==> config.mk <==
export PLATFORM = sky130hd
export DESIGN_NAME = prog_sender
export DESIGN_NICKNAME = d
export VERILOG_FILES = /design/src/rtl/prog_sender.sv
export SDC_FILE = /design/constraint.sdc
export NUM_CORES = 1
export LEC_CHECK = 0
export BUFFER_PORTS_ARGS = -buffer_cell sky130_fd_sc_hd__buf_2
export CAP_MARGIN = 40
export CORE_MARGIN = 2
export CORE_UTILIZATION = 57
export CTS_CLUSTER_SIZE = 30
export DETAILED_ROUTE_END_ITERATION = 16
export PLACE_DENSITY = 0.84
export SLEW_MARGIN = 15
export SYNTH_ARGS = -nofsm -noshare
export SYNTH_HDL_FRONTEND = slang
export SYNTH_SLANG_ARGS = --single-unit
==> constraint.sdc <==
create_clock -name clk -period 2.8 [get_ports clk]
set_clock_uncertainty 0.15 [all_clocks]
set_input_delay 0.14 -clock clk [delete_from_list [all_inputs] [get_ports clk]]
set_output_delay 0.14 -clock clk [all_outputs]
set_load 0.02 [all_outputs]
==> src/rtl/prog_sender.sv <==
// Streams 16-bit words from memory over an 8N1 UART line (high byte first), then a 0x7fff terminator.
// Optional abort guard against an early terminator match: define PROG_SENDER_GUARD_EN.
module prog_sender #(
  parameter int CLOCK_HZ = 27_000_000,
  parameter int BAUD     = 115200,
  parameter int AW       = 10
) (
  input  logic          clk,
  input  logic          rst,
  input  logic          start,
  input  logic [AW-1:0] base_addr,
  input  logic [AW-1:0] num_words,
  output logic [AW-1:0] mem_addr,
  output logic          mem_rd,
  input  logic [15:0]   mem_data,
  output logic          tx,
  output logic          busy,
  output logic          done,
  output logic          err
);

  localparam int BIT_CYCLES = CLOCK_HZ / BAUD;
  localparam int BCW        = $clog2(BIT_CYCLES + 1);
  localparam logic [BCW-1:0] BIT_LAST = BCW'(BIT_CYCLES - 1);

  typedef enum logic [3:0] {
    S_IDLE,
    S_FETCH,
    S_CAPT,
    S_CHECK,
    S_SEND_HI,
    S_SEND_LO,
    S_TERM_HI,
    S_TERM_LO,
    S_DONE
  } state_t;

  state_t          r_state;
  state_t          w_stateNext;
  logic [AW-1:0]   r_memAddr;
  logic [AW-1:0]   r_remaining;
  logic [AW-1:0]   w_remDec;
  logic [15:0]     r_word;
  logic            r_loaded;
  logic            w_load;
  logic [7:0]      w_loadByte;
  logic            w_guardTrip;
  logic            w_wordSent;

  logic            r_serBusy;
  logic [9:0]      r_shift;
  logic [3:0]      r_bitCnt;
  logic [BCW-1:0]  r_baudCnt;
  logic            w_serReady;

  assign w_serReady = !r_serBusy;
  assign tx         = r_serBusy ? r_shift[0] : 1'b1;
  assign mem_addr   = r_memAddr;
  assign w_remDec   = r_remaining - AW'(1);
  assign w_wordSent = (r_state == S_SEND_LO) && w_serReady && r_loaded;

  // Frame is {stop, data, start}, shifted out LSB first; async reset forces the line high at once.
  always_ff @(posedge clk or posedge rst) begin
    if (rst) begin
      r_serBusy <= 1'b0;
      r_shift   <= '1;
      r_bitCnt  <= '0;
      r_baudCnt <= '0;
    end else if (!r_serBusy) begin
      if (w_load) begin
        r_shift   <= {1'b1, w_loadByte, 1'b0};
        r_serBusy <= 1'b1;
        r_bitCnt  <= '0;
        r_baudCnt <= '0;
      end
    end else if (r_baudCnt == BIT_LAST) begin
      r_baudCnt <= '0;
      if (r_bitCnt == 4'd9) begin
        r_serBusy <= 1'b0;
      end else begin
        r_bitCnt <= r_bitCnt + 4'd1;
        r_shift  <= {1'b1, r_shift[9:1]};
      end
    end else begin
      r_baudCnt <= r_baudCnt + BCW'(1);
    end
  end

  always_ff @(posedge clk or posedge rst) begin
    if (rst) r_state <= S_IDLE;
    else     r_state <= w_stateNext;
  end

  // Send states first queue their own byte, then on the next ready queue the follow-on byte and advance.
  always_comb begin
    w_stateNext = r_state;
    case (r_state)
      S_IDLE:    if (start) w_stateNext = (num_words == '0) ? S_TERM_HI : S_FETCH;
      S_FETCH:   w_stateNext = S_CAPT;
      S_CAPT:    w_stateNext = S_CHECK;
      S_CHECK:   w_stateNext = w_guardTrip ? S_TERM_HI : S_SEND_HI;
      S_SEND_HI: if (w_serReady && r_loaded) w_stateNext = S_SEND_LO;
      S_SEND_LO: if (w_wordSent) w_stateNext = (w_remDec == '0) ? S_TERM_HI : S_FETCH;
      S_TERM_HI: if (w_serReady && r_loaded) w_stateNext = S_TERM_LO;
      S_TERM_LO: if (w_serReady && r_loaded) w_stateNext = S_DONE;
      S_DONE:    w_stateNext = S_IDLE;
      default:   w_stateNext = S_IDLE;
    endcase
  end

  always_comb begin
    mem_rd     = (r_state == S_FETCH);
    done       = (r_state == S_DONE);
    busy       = (r_state != S_IDLE) && (r_state != S_DONE);
    w_load     = 1'b0;
    w_loadByte = 8'h00;
    case (r_state)
      S_SEND_HI: begin
        w_load     = w_serReady;
        w_loadByte = r_loaded ? r_word[7:0] : r_word[15:8];
      end
      S_TERM_HI: begin
        w_load     = w_serReady;
        w_loadByte = r_loaded ? 8'hff : 8'h7f;
      end
      default: begin
        w_load     = 1'b0;
        w_loadByte = 8'h00;
      end
    endcase
  end

  // r_loaded tracks whether the byte owned by the current state is already queued.
  always_ff @(posedge clk or posedge rst) begin
    if (rst) begin
      r_memAddr   <= '0;
      r_remaining <= '0;
      r_word      <= '0;
      r_loaded    <= 1'b0;
    end else begin
      if (r_state == S_IDLE && start) begin
        r_memAddr   <= base_addr;
        r_remaining <= num_words;
      end
      if (r_state == S_CAPT) r_word <= mem_data;
      if (w_wordSent) begin
        r_memAddr   <= r_memAddr + AW'(2);
        r_remaining <= w_remDec;
      end
      if (r_state != w_stateNext) r_loaded <= w_load;
      else if (w_load)            r_loaded <= 1'b1;
    end
  end

`ifdef PROG_SENDER_GUARD_EN
  logic       r_err;
  logic [7:0] r_prevLo;

  assign w_guardTrip = (r_word == 16'h7fff) || ((r_prevLo == 8'h7f) && (r_word[15:8] == 8'hff));
  assign err         = r_err;

  always_ff @(posedge clk or posedge rst) begin
    if (rst) begin
      r_err    <= 1'b0;
      r_prevLo <= '0;
    end else begin
      if (r_state == S_IDLE && start) begin
        r_err    <= 1'b0;
        r_prevLo <= '0;
      end
      if (r_state == S_CHECK && w_guardTrip) r_err <= 1'b1;
      if (w_wordSent) r_prevLo <= r_word[7:0];
    end
  end
`else
  assign w_guardTrip = 1'b0;
  assign err         = 1'b0;
`endif

endmodule

Word level (Yosys, flattened, before mapping)
Cells that the tools add are included.

operators by class
  add/subtract/negate cells = 4
  equal/unequal tests = 14
  muxes and demuxes = 34
  reductions and logical operators = 15

operators by type and width
  kind                   count
  $mux 10                8
  $mux 8                 5
  $mux 4                 9
  $pmux 4 s8             1
  $logic_not 10->1       2
  $eq 4x3->1 const B     4
  $pmux 8 s2             1
  $add 10x2->10 const B  1
  $sub 10x1->10 const B  1
  $add 8x1->8 const B    1
  $eq 4x2->1 const B     2
  $eq 4x4->1 const B     2
  $eq 8x8->1 const B     1
  $mux 1                 8
  $mux 3                 2
  $reduce_bool 2->1      3
  $logic_and 1x1->1      5
  $add 4x1->4 const B    1
  $eq 4x1->1 const B     1
  $logic_not 4->1        1
  $ne 4x4->1             1
  $ne 4x4->1 const B     1
  $reduce_bool 4->1      1
  $reduce_and 3->1       1
  other kinds (4)        4

storage, ports and cells
  bits in registers = 64
  input bits = 39
  output and inout port bits = 15
  logic and storage cells = 76

Logic depth before layout (Yosys ltp)
Gate-level depths: netlist of the first run.

  depth after elaboration = 7
  mapped depth = 8
  mapped depth without buffers = 7

Worst setup path after synthesis of the first run
OpenSTA, ideal clock, no wires.

  kind = flip-flop to flip-flop
  start point = register r_remaining[0]
  end point = register r_state[0]
  setup time = 0.130 ns
  data arrival time = 1.820 ns
  data required time = 2.520 ns
  slack = 0.700 ns
  stages on the path, launching flop included = 8
  buffers on the path = 0
  clock period less this slack = 2.100 ns
  cells stage by stage = dfrtp_1 inv_1 ha_1 or4b_4 nor2_4 xor2_2 a2111oi_1 o21ai_1

between the ends
  cells in the longest elaborated chain, start to end = 5

ends and longest elaborated chain
  element                   line  RTL
  start: declaration        41    logic [AW-1:0] r_remaining;
  start signal: assignment  143   r_remaining <= num_words;
  start signal: assignment  148   r_remaining <= w_remDec;
  $sub 10x1->10             59    assign w_remDec = r_remaining - AW'(1);
  $logic_not 10->1          103   S_SEND_LO: if (w_wordSent) w_stateNext = (w_remDec == '0) ? S_TERM_HI : S_FETCH;
  $mux 3                    103
  $mux 4                    103
  $pmux 4 s8                97    case (r_state)
  via w_stateNext[0]        39    state_t w_stateNext;
  end signal: assignment    91    else r_state <= w_stateNext;
  end: declaration          38    state_t r_state;

The timed path passes the listed nets, and every way through them passes these cells.
A chain may end at the register's enable or synchronous reset.

Final worst setup path of the first run
Same ends and word-level chain as after synthesis.

==> results of run 1 <==
## per-stage QoR
stage                     instances  hold slack, ns  power, uW
after floorplan                 353          0.0954        993
after global placement          469           0.190       1030
after detailed placement        470         -0.0384       1040
after CTS                       523           0.157       1940
after global routing            523           0.196       2010
final                           523           0.151       1940
## routing by layer
metal | share of wire, % | up-vias
met3 | 7.0 | 44
met1 | 41 | 1508
met2 | 48 | 154
li1 | - | 1486
met4 | 4.2 | 0
met5 | 0 | -
## registers in the layout, indices dropped and copies added (netlist names), 4 cells and up
register and cells:
r_state 4, mem_addr 10, r_bitCnt 4, r_remaining 10
r_shift 9, r_word 16, r_baudCnt 8
## tightest hold or removal path, stage by stage
cell           delay [ns]
dlygate4sd3_1        0.53
buf_2                0.12
inv_2                0.24
## synthesized netlist by cell type, types with 3 or more instances
| master | number | area, um2 |
|---|---|---|
| nand4_1 | 5 | 31.3 |
| ha_1 | 7 | 87.6 |
| mux2i_1 | 8 | 80.1 |
| or3_1 | 3 | 18.8 |
| o211ai_1 | 5 | 37.5 |
| inv_1 | 8 | 30.0 |
| nand2_1 | 43 | 161 |
| a221o_1 | 9 | 90.1 |
| a211o_1 | 3 | 26.3 |
| dfstp_2 | 9 | 236 |
| mux2_2 | 16 | 180 |
| nand3_1 | 13 | 65.1 |
| buf_4 | 4 | 30.0 |
| o21ai_1 | 5 | 25.0 |
| dfrtp_1 | 54 | 1350 |
| buf_2 | 8 | 40.0 |
| nor4_1 | 7 | 43.8 |
| nor2_1 | 21 | 78.8 |
| nand2b_1 | 7 | 43.8 |
| o31ai_1 | 3 | 22.5 |
| nor3_1 | 5 | 25.0 |
| clkbuf_1 | 6 | 22.5 |
| o21ai_0 | 29 | 145 |
| nor4b_1 | 3 | 26.3 |
| and3_1 | 6 | 37.5 |
| a211oi_1 | 4 | 30.0 |
| a21oi_1 | 17 | 85.1 |
| o311ai_1 | 3 | 26.3 |
## final timing paths
| check | depth (start not counted) | end | from | slack [ns] |
|---|---|---|---|---|
| min | 3 | mem_addr[5]$_DFFE_PP0P_ | rst | 0.15 |
| max in group asynchronous | 4 | r_shift[8]$_DFFE_PP1P_ | rst | 1.78 |
| max | 7 | r_state[0]$_DFF_PP0_ | r_remaining[0]$_DFFE_PP0P_ | 0.51 |
| min in group clk | 5 | r_state[0]$_DFF_PP0_ | start | 0.30 |
| max reg2reg | 7 | r_state[0]$_DFF_PP0_ | r_remaining[0]$_DFFE_PP0P_ | 0.51 |
| min reg2reg | 2 | r_shift[0]$_DFFE_PP1P_ | r_shift[0]$_DFFE_PP1P_ | 0.31 |
## cells by family (layout without fill, tap and decap cells)
family	count (synthesis)	in the layout
AND/OR/NAND/NOR	132	132
AO/OA/AOI/OAI	94	94
flip-flops	63	63
buffers and inverters	27	122
multiplexers	24	24
adder cells (fa/ha/maj)	7	7
XOR/XNOR	5	5
other	1	1
## power groups by stage
stage | clock network, uW | registers [uW] | logic (uW)
floorplan | 0 | 955 | 37.4
global placement | 0 | 957 | 74.5
detailed placement | 0 | 958 | 79.6
CTS | 882 | 941 | 120
global route | 933 | 943 | 135
finish | 877 | 942 | 123
## final cells by class
class / count / area, um2
clock inverters: 6 / 83.8
flip-flops and latches: 63 / 1590
well taps: 75 / 93.8
repair buffers: 97 / 703
multi-input cells: 263 / 1730
clock buffers: 10 / 138
fillers: 394 / 1520
inverters: 9 / 33.8
==> flow_summary.json, run 1 <==
{
  "status": "completed",
  "h-tree-depth": 3,
  "hold_buffers": 37,
  "synth_seq_cells": 63,
  "synth_fa_ha_area_share_pct": 2.54,
  "clk_latency_ns": 0.33,
  "max_stage_delay_ns": 0.54,
  "p_switching_uw": 415,
  "cp_max_fo": 7,
  "cap_violations": 0,
  "grt_util_met3_pct": 4.40,
  "drive_gt1_share_pct": 25.4,
  "grt_pass1_wl_um": 14500,
  "met1_usage_pct": 37.8,
  "p_comb_share_pct": 6.3,
  "ctsResizeCount": 0,
  "cts_buffers": 9,
  "max_freq_mhz": 437,
  "synth_xor_area_share_pct": 1.49,
  "portBuffers": 52,
  "die-area_mm2": 0.00668,
  "post_drt_via_cell_ratio": 6.10,
  "layout_common_cells": "54 x dfrtp_1, 52 x buf_2, 43 x nand2_1",
  "hold_violations": 0,
  "synthArstFlopShare_pct": 100,
  "routed_wl_um": 8630,
  "relSlewSlack_pct": 48.0,
  "cts.sink_count": 63,
  "required_ns": 2.86,
  "irDropWorstVdd_mv": 0.373,
  "synth_edf_count": 0,
  "p_leak_uw": 0.00195,
  "netlist_area_mm2": 0.00344,
  "initialDrtViolationCount": 202,
  "path_clk_slew_ns": 0.07,
  "grtUsageTotal_pct": 28.8,
  "pwr-share-clk_pct": 45.2,
  "power_frac_seq_pct": 48.5,
  "diodes": 0,
  "grt.overflow.total": 0,
  "placed_area_mm2": 0.00378,
  "drv_slew": 0,
  "initial_core_util_pct": 58.5,
  "grt.busiest_layer": "met2",
  "synth_area_per_cell_um2": 9.75,
  "startpoint_type": "register",
  "preCtsSetupSlack_ns": 0.525,
  "grt_max_degree": 29,
  "path_class": "register to register",
  "nets": 489,
  "switching_share_pct": 21.3,
  "netlist_instances": 353,
  "drtPass1Iterations": 5,
  "min_path_type": "input port to asynchronous set/reset pin",
  "yosysSeqAreaShare_pct": 46.1,
  "synth_compound_area_share_pct": 18.1,
  "fin_crit_sh_pct": 81.6,
  "ios": 54,
  "fin_util_pct": 74.2,
  "synthMuxAreaShare_pct": 7.56,
  "cts_buffer_depth": 2,
  "drc": 0,
  "ys.flop_type": "dfrtp_1",
  "final_common_cell": "dfrtp_1",
  "path_delay_family": "simple AND/OR/NAND/NOR gates",
  "die_y_um": 81.7,
  "cp-end-kind": "register",
  "ctsRootBufferMaster": "clkbuf_8",
  "worstMarginPinSlew_ns": 0.778,
  "powerDensity_mw_per_mm2": 445,
  "synthSimpleGateAreaFrac_pct": 20.4,
  "path_cells": "inv_1, ha_1, or4b_4, nor2_4, xor2_2, a2111oi_1, o21ai_1",
  "internal_power_uw": 1530,
  "fin_setup_tns_ns": 0,
  "grt_pass1_vias": 3146,
  "synth_top_family_by_area": "simple AND/OR/NAND/NOR gates",
  "rsz0062_at_grt": "no",
  "antenna_found_initial": 0,
  "cpMaxStageDelayCell": "or4b_4",
  "wl_per_cell_um": 16.5,
  "finalSetupViolations": 0,
  "coreArea_mm2": 0.00589,
  "cts_tree": "yes",
  "cts_setup_buffers": 0,
  "syn_to_final_growth_pct": 26.9,
  "crit_buf_inv": 1,
  "hpwl_um": 5500,
  "period_needed_ns": 2.29,
  "synth_nets": 399,
  "yosys_warnings": 0,
  "vias": 3192,
  "use_met2_pct": 45.5,
  "fin_ws_ns": 0.514,
  "cp.arrival_ns": 2.35,
  "gp_congestion": 0.866,
  "rows": 28,
  "ant_nets": 0,
  "dieWidth_um": 81.7,
  "synth.distinct_cells": 63,
  "final_area_mm2": 0.00437
}
Power figures use the tool's default switching activity.
==> run 2, diff against run 1 <==
- CORE_UTILIZATION: 57 -> 51
- PLACE_DENSITY: 0.84 -> 0.8
- clock period: 2.8 -> 2.1 ns (I/O delays scaled with it)
==> run 2 against run 1 <==
  * Final cell count up 3.3%
  * Flip-flop and latch count unchanged
  * Critical path depth unchanged
  * Non-clock buffer count up 15
  * Hold slack improved by 0.065 ns
  * Sequential share of layout area decreased by 1.1 points
  * Count of clock-buffer cells in the layout fell by 1
  * Clock power up 24%
  * Register-to-register slack lost 0.46 ns
  * Fmax increased by 12%
  * First-iteration DRC count up 3.5%
==> flow_summary.json, run 2 (synthesis gave the netlist of run 1 again) <==
{
  "ios": 54,
  "fin_crit_sh_pct": 97.2,
  "rows": 29,
  "antenna_found_initial": 0,
  "relSlewSlack_pct": 63.4,
  "cts_buffers": 9,
  "cp.arrival_ns": 2.12,
  "diodes": 0,
  "portBuffers": 52,
  "cts_tree": "yes",
  "max_freq_mhz": 490,
  "drive_gt1_share_pct": 29.2,
  "grtUsageTotal_pct": 25.5,
  "path_class": "register to register",
  "largest_reg_flops": 16,
  "status": "completed",
  "post_drt_via_cell_ratio": 5.99,
  "drtPass1Iterations": 5,
  "powerDensity_mw_per_mm2": 555,
  "startpoint_type": "register",
  "cp_max_fo": 4,
  "cp-end-kind": "register",
  "routed_wl_um": 9000,
  "cpMaxStageDelayCell": "or4b_4",
  "vias": 3233,
  "die_y_um": 86.2,
  "ctsRootBufferMaster": "clkbuf_8",
  "grt_max_degree": 64,
  "nets": 504,
  "irDropWorstVdd_mv": 0.524,
  "gp_congestion": 0.858,
  "grt_pass1_wl_um": 14700,
  "h-tree-depth": 3,
  "max_stage_delay_ns": 0.48,
  "required_ns": 2.18,
  "grt_pass1_vias": 3129,
  "rsz0062_at_grt": "yes",
  "fin_util_pct": 70.2,
  "layout_common_cells": "54 x dfrtp_1, 52 x buf_2, 43 x nand2_1",
  "dieWidth_um": 86.2,
  "hpwl_um": 5680,
  "cap_violations": 0,
  "finalSetupViolations": 0,
  "nFillCells": 450,
  "final_area_mm2": 0.00451,
  "ant_nets": 0,
  "hold_violations": 0,
  "path_clk_slew_ns": 0.08,
  "drv_slew": 0,
  "placed_area_mm2": 0.00390,
  "initial_core_util_pct": 53.6,
  "worstMarginPinSlew_ns": 0.547,
  "regMostFlops": "r_word",
  "cts_buffer_depth": 2,
  "min_path_type": "input port to asynchronous set/reset pin",
  "coreArea_mm2": 0.00642,
  "final_common_cell": "dfrtp_1",
  "wl_per_cell_um": 16.7,
  "clk_latency_ns": 0.35,
  "cts.sink_count": 63,
  "grt.overflow.total": 0,
  "syn_to_final_growth_pct": 31.0,
  "path_cells": "inv_2, ha_2, or4b_4, buf_4, nor2_1, o21ai_0, a221o_1",
  "drc": 0,
  "die-area_mm2": 0.00742,
  "period_needed_ns": 2.04,
  "initialDrtViolationCount": 209,
  "p_leak_uw": 0.00200
}
run 2: cell types whose count changed in the layout (fill, tap and decap cells not counted), moves of 2 or more:
cell / change
clkinv_2: -3
clkinvlp_4: +2
inv_6: +2
buf_4: +14
run 2: area by class of cell:
class / instances / area [um2] / share of cell area, %
Multi-Input combinational cell: 263 / 1760 / 39.0
Sequential cell: 63 / 1590 / 35.2
Timing Repair Buffer: 112 / 828 / 18.4
Clock buffer: 9 / 124 / 2.75
Tap cell: 77 / 96.3 / 2.14
Clock inverter: 7 / 80.1 / 1.78
Inverter: 9 / 33.8 / 0.749
run 2: path summary, 6_finish.rpt:
| check | startpoint | end | depth (start not counted) | slack (ns) |
|---|---|---|---|---|
| max | r_remaining[1]$_DFFE_PP0P_ | r_remaining[8]$_DFFE_PP0P_ | 7 | 0.06 |
| min | rst | mem_addr[8]$_DFFE_PP0P_ | 4 | 0.22 |
| max reg2reg | r_remaining[1]$_DFFE_PP0P_ | r_remaining[8]$_DFFE_PP0P_ | 7 | 0.06 |
| min reg2reg | r_shift[1]$_DFFE_PP1P_ | r_shift[1]$_DFFE_PP1P_ | 2 | 0.33 |
| max in group asynchronous | rst | r_shift[7]$_DFFE_PP1P_ | 4 | 1.27 |
| min in group clk | start | r_remaining[6]$_DFFE_PP0P_ | 3 | 0.23 |
run 2: worst max-delay path, delay by kind of cell (launching register included):
kind / cells / cell delay (ns)
AO/OA/AOI/OAI: 2 / 0.42
buffers and inverters: 2 / 0.24
AND/OR/NAND/NOR: 2 / 0.55
adder cells (fa/ha/maj): 1 / 0.17
flip-flops: 1 / 0.41
run 2: repair_timing:
action | 4_1_cts | 5_1_grt
setup buffers | 0 | 1
gates resized for setup | 1 | 5
pin swaps | 0 | 1
hold buffers | 37 | 0
endpoints found under the setup margin | 1 | 4
endpoints found under the hold margin | 99 | 0
run 2: per-layer routing:
layer  part of all wire (%)  vias up  wire (um)  global-route usage [%]
met3                    6.2       15        559                    5.29
li1                       -     1507          -                       -
met1                     42     1561       3740                    32.4
met5                      0        -          0                       0
met4                    1.9        0        174                    9.81
met2                     50      150       4530                    42.6
run 2: metrics by stage:
step | TNS [ns] | instances | total power, uW | worst slack, ns | hold WS [ns]
after detailed placement | -0.0464 | 486 | 1380 | -0.0464 | 0.0487
after global routing | -0.0131 | 540 | 2580 | -0.00975 | 0.241
after global placement | 0 | 486 | 1380 | 0.0725 | 0.0434
after floorplan | 0 | 353 | 1320 | 0.0193 | 0.0604
final | 0 | 540 | 2500 | 0.0579 | 0.215
after CTS | 0 | 539 | 2520 | 0.00746 | 0.199
run 2: where the power goes:
group	internal [uW]	switching, uW	leakage [uW]
sequential	1240	13.3	0.000740
clock	559	526	0.0000964
combinational	94.9	64.8	0.00117
total	1900	604	0.00200
